`src/rtl/pipeline_ifid_ctrl.sv`:
```
// IF/ID pipeline register with stall/flush control, event counters and a
// sticky back-to-back-stall hazard flag. One-edge latency, no extra buffering.
module pipeline_ifid_ctrl #(
  parameter logic [31:0] NOP_INSTR = 32'h00000013,
  parameter int          CNT_W     = 16
) (
  input  logic             clk,
  input  logic             rst,
  input  logic             stall,
  input  logic             flush,
  input  logic [31:0]      if_pc,
  input  logic [31:0]      if_instr,
  output logic             pc_write,
  output logic             id_ex_bubble,
  output logic [31:0]      if_id_pc,
  output logic [31:0]      if_id_instr,
  output logic             if_id_valid,
  output logic [1:0]       state,
  output logic [CNT_W-1:0] stall_cnt,
  output logic [CNT_W-1:0] flush_cnt,
  output logic             hazard_err
);

  typedef enum logic [1:0] {
    RUN   = 2'b00,
    STALL = 2'b01,
    FLUSH = 2'b10
  } state_t;

  localparam logic [CNT_W-1:0] CNT_ONE = {{(CNT_W-1){1'b0}}, 1'b1};

  function automatic logic [CNT_W-1:0] sat_inc(input logic [CNT_W-1:0] c);
    sat_inc = (c == {CNT_W{1'b1}}) ? c : c + CNT_ONE;
  endfunction

  state_t           state_p1;
  logic [31:0]      pc_p1;
  logic [31:0]      instr_p1;
  logic             vld_p1;
  logic [CNT_W-1:0] stall_cnt_p1;
  logic [CNT_W-1:0] flush_cnt_p1;
  logic             hazard_err_p1;

  // Flush outranks stall, so a flush+stall cycle still advances the PC.
  assign pc_write     = ~(stall & ~flush);
  assign id_ex_bubble = stall | flush;

  // Stage p0 -> p1: IF/ID register and control state
  always_ff @(posedge clk) begin
    if (rst) begin
      pc_p1         <= 32'h0;
      instr_p1      <= NOP_INSTR;
      vld_p1        <= 1'b0;
      state_p1      <= RUN;
      stall_cnt_p1  <= '0;
      flush_cnt_p1  <= '0;
      hazard_err_p1 <= 1'b0;
    end else if (flush) begin
      pc_p1        <= if_pc;
      instr_p1     <= NOP_INSTR;
      vld_p1       <= 1'b0;
      state_p1     <= FLUSH;
      flush_cnt_p1 <= sat_inc(flush_cnt_p1);
    end else if (stall) begin
      // A stall while already stalled means the hazard unit requested a
      // second bubble for the same load; flag it but keep honouring it.
      if (state_p1 == STALL)
        hazard_err_p1 <= 1'b1;
      state_p1     <= STALL;
      stall_cnt_p1 <= sat_inc(stall_cnt_p1);
    end else begin
      pc_p1    <= if_pc;
      instr_p1 <= if_instr;
      vld_p1   <= 1'b1;
      state_p1 <= RUN;
    end
  end

  assign if_id_pc    = pc_p1;
  assign if_id_instr = instr_p1;
  assign if_id_valid = vld_p1;
  assign state       = state_p1;
  assign stall_cnt   = stall_cnt_p1;
  assign flush_cnt   = flush_cnt_p1;
  assign hazard_err  = hazard_err_p1;

endmodule

```
`config.mk`:
```
export PLATFORM = sky130hd
export DESIGN_NAME = pipeline_ifid_ctrl
export DESIGN_NICKNAME = d
export VERILOG_FILES = /design/src/rtl/pipeline_ifid_ctrl.sv
export SDC_FILE = /design/constraint.sdc
export NUM_CORES = 1
export LEC_CHECK = 0
export ABC_AREA = 1
export BUFFER_PORTS_ARGS = -buffer_cell sky130_fd_sc_hd__buf_2
export CAP_MARGIN = 15
export CORE_MARGIN = 1
export CORE_UTILIZATION = 35
export CTS_BUF_LIST = sky130_fd_sc_hd__clkbuf_16
export CTS_CLUSTER_SIZE = 14
export DETAILED_ROUTE_END_ITERATION = 10
export PLACE_DENSITY_LB_ADDON = 0.12
export SYNTH_ARGS = -nofsm -noshare
export SYNTH_HDL_FRONTEND = slang
export SYNTH_SLANG_ARGS = --single-unit
```
`constraint.sdc`:
```
create_clock -name clk -period 2 [get_ports clk]
set_input_delay 0.4 -clock clk [delete_from_list [all_inputs] [get_ports clk]]
set_output_delay 0.4 -clock clk [all_outputs]
set_load 0.05 [all_outputs]
```
==> impl_metrics.env <==
export IMPL_outcome="complete, but fails checks"
export IMPL_violations="design-rule violations"
export IMPL_htreeDepth=3
export IMPL_viasPerCell=4.72
export IMPL_worstPathArrival_ns=1.85
export IMPL_antenna_cells=0
export IMPL_gp_congestion=0.802
export IMPL_r2r_setup_slack_ns=0.43
export IMPL_avgSynthCellArea_um2=7.11
export IMPL_syn_inst=590
export IMPL_drt_met1_wl_mm=5.16
export IMPL_fp_dieH_um=111
export IMPL_rows=39
export IMPL_seq_area_frac_synth_pct=47.7
export IMPL_fill_cells=1186
export IMPL_cts_resized=0
export IMPL_place_area_um2=5170
export IMPL_reg2reg_to="stall_cnt[12]"
export IMPL_grt_use_total_pct=19.6
export IMPL_dr_pass1_iters=8
export IMPL_synth_cell_type_count=28
export IMPL_crit_fanout=10
export IMPL_path_class="reg2reg"
export IMPL_tns_ns=0
export IMPL_ant_nets=0
export IMPL_top_layer="met4"
export IMPL_route_detailed_drc=7
export IMPL_critical_path_depth=7
export IMPL_grt_max_degree=39
export IMPL_areaGrowthSynthToFinish_pct=29.6
export IMPL_nets=824
export IMPL_cap_viol_max_count=0
export IMPL_ir_drop_mv=0.471
export IMPL_crit_chain="ha_1 -> nand3_1 -> nor2_2 -> nand2_2 -> nand2_4 -> nand2_1 -> a21oi_1"
export IMPL_wl_per_cell_um=13.0
export IMPL_clockBufferDepth=2
export IMPL_syn_nets=660
export IMPL_dieArea_um2=12400
export IMPL_critPathTopFamily="simple AND/OR/NAND/NOR gates"
export IMPL_cts_tree="built"
export IMPL_final_area_um2=5430
export IMPL_dr_first_iter_drc_count=321
export IMPL_drive_above_1_share_pct=28.5
export IMPL_grt_overflow=0
export IMPL_cts_sinks=100
export IMPL_start_kind="register"
export IMPL_wl_met3_um=911
export IMPL_slowest_stage="dfxtp_1"
export IMPL_r2r_start="stall_cnt[1]"
export IMPL_antenna_found_initial=0
export IMPL_postCtsSetupRepairBufs=0
export IMPL_wl_met2_mm=5.43
export IMPL_layout_common_cells="buf_2, nand2_1, nor2_1"
export IMPL_core_area_um2=11600
export IMPL_clk_latency_ns=0.35
export IMPL_cts_root_buf="clkbuf_16"
export IMPL_fin_crit_sh_pct=78.5
export IMPL_start_util_pct=36.3
export IMPL_power_density_nw_per_um2=799
export IMPL_portBuffers=169
export IMPL_hold_viol=0
export IMPL_grt_pass1_vias=4112
export IMPL_reg2reg_depth=7
export IMPL_rsz0062_at_grt="false"
export IMPL_critPathBufInv=0
export IMPL_timing_critical_path_to_type="register"
export IMPL_clk_pin_slew_ns=0.07
export IMPL_grt_pass1_wl_mm=19.6
export IMPL_postCtsHoldBufs=0
export IMPL_cp_slowest_stage_delay_ns=0.37
export IMPL_hold_start="if_instr[1]"
export IMPL_tightest_slew_ns=0.364
export IMPL_synth_area_um2=4190
export IMPL_hold_depth=3
export IMPL_yosys_register_bits=100
export IMPL_timing_final_crit_period_ns=1.57
export IMPL_skew_ns=0.00413
export IMPL_critPathRequiredTime_ns=2.28
export IMPL_drv_slew=0
export IMPL_dp_hpwl_mm=8.39
export IMPL_worstHoldPathType="in2reg"
export IMPL_setup_viol=0
export IMPL_wl_mm=11.8
export IMPL_die_w_um=111
export IMPL_cts_buffers=9
export IMPL_fmax_ghz=0.637
export IMPL_ys_warn_count=0
export IMPL_max_slew_margin_rel_pct=75.7
export IMPL_layout_commonest_cell="buf_2"
export IMPL_p_leak_nw=2.51
export IMPL_io_pins=170
export IMPL_min_to="if_id_instr[1]"
export IMPL_dr_total_vias=4255
==> flip-flops by register name, summed over array words and instances (netlist names) <==
name,count
flush_cnt,16
hazard_err,1
if_id_instr,32
if_id_pc,32
if_id_valid,1
stall_cnt,16
state,2
==> per-layer routing <==
metal	GRT usage [%]	up-vias
met1	23.8	1897
met5	0	-
met4	9.28	0
li1	-	2210
met3	5.61	17
met2	32.2	131
==> synth_stat cells <==
cell      instances  area share (%)
nand2_1         147              13
nor2_1          125              11
dfxtp_1         100              48
a21oi_1          50             6.0
o21ai_0          36             4.3
nand3_1          30             3.6
inv_1            25             2.2
clkbuf_1         18             1.6
nand4_1           9             1.3
nor2_2            8             1.2
nand2_2           6            0.90
nor2_4            6             1.6
buf_2             4            0.48
nor3_1            4            0.48
inv_2             3            0.27
xor2_1            3            0.63
and2_1            2            0.30
ha_1              2            0.60
nand2_4           2            0.54
xnor2_1           2            0.42
a31oi_1           1            0.15
buf_1             1           0.089
buf_6             1            0.27
clkinv_1          1           0.089
inv_4             1            0.15
nand3_4           1            0.42
nand3b_1          1            0.18
o21ai_1           1            0.12
==> worst reg2reg max path, delay by kind of cell, from the launching register on <==
family                   cells  cell delay [ns]
AO/OA/AOI/OAI                1             0.14
adder cells (fa/ha/maj)      1             0.28
flip-flops                   1             0.37
AND/OR/NAND/NOR              5             0.73
==> where the power goes <==
| group | internal [W] | switching (W) | total [W] | leakage (nW) |
|---|---|---|---|---|
| sequential | 0.00207 | 0.0000412 | 0.00211 | 0.819 |
| clock | 0.000823 | 0.000757 | 0.00158 | 0.120 |
| combinational | 0.000169 | 0.000483 | 0.000652 | 1.57 |
| total | 0.00306 | 0.00128 | 0.00434 | 2.51 |
==> worst max path at each step <==
stage               slack, ns       endpoint           from
floorplan                0.13   stall_cnt[1]   stall_cnt[0]
global placement         0.41  stall_cnt[13]          stall
detailed placement       0.33  stall_cnt[13]          flush
CTS                      0.42  stall_cnt[10]  stall_cnt[10]
global route             0.22   stall_cnt[1]   stall_cnt[1]
finish                   0.43  stall_cnt[12]   stall_cnt[1]
==> cell type report <==
| type | instances | area, um^2 | share of cell area, % |
|---|---|---|---|
| clock buffer | 9 | 225 | 4.14 |
| clock inverter | 6 | 33.8 | 0.622 |
| inverter | 30 | 115 | 2.12 |
| multi-input combinational | 436 | 1970 | 36.3 |
| sequential | 100 | 2000 | 36.8 |
| tap | 143 | 179 | 3.29 |
| timing repair buffer | 177 | 906 | 16.7 |
==> kinds of logic after synthesis <==
| logic type | count (synthesis) | share of synthesized area, % |
|---|---|---|
| DFF | 100 | 47.7 |
| adders and majority gates | 2 | 0.597 |
| AOI/OAI and AO/OA | 88 | 10.5 |
| xor gates and xnor gates | 5 | 1.04 |
| and+or+nand+nor | 341 | 34.9 |
| buffers and inverters | 54 | 5.19 |
==> through the flow <==
step | instances | total power [W] | setup WS (ns) | hold WS (ns) | utilization (%)
after floorplan | 590 | 0.00261 | 0.129 | 0.513 | -
after global placement | 886 | 0.00280 | 0.412 | 0.448 | 44.7
after detailed placement | 886 | 0.00281 | 0.328 | 0.455 | 44.7
after CTS | 901 | 0.00440 | 0.419 | 0.237 | 47.0
after global routing | 901 | 0.00451 | 0.223 | 0.257 | 47.0
final | 901 | 0.00434 | 0.429 | 0.246 | 47.0
Note: power is estimated with default switching activity, not from simulation.
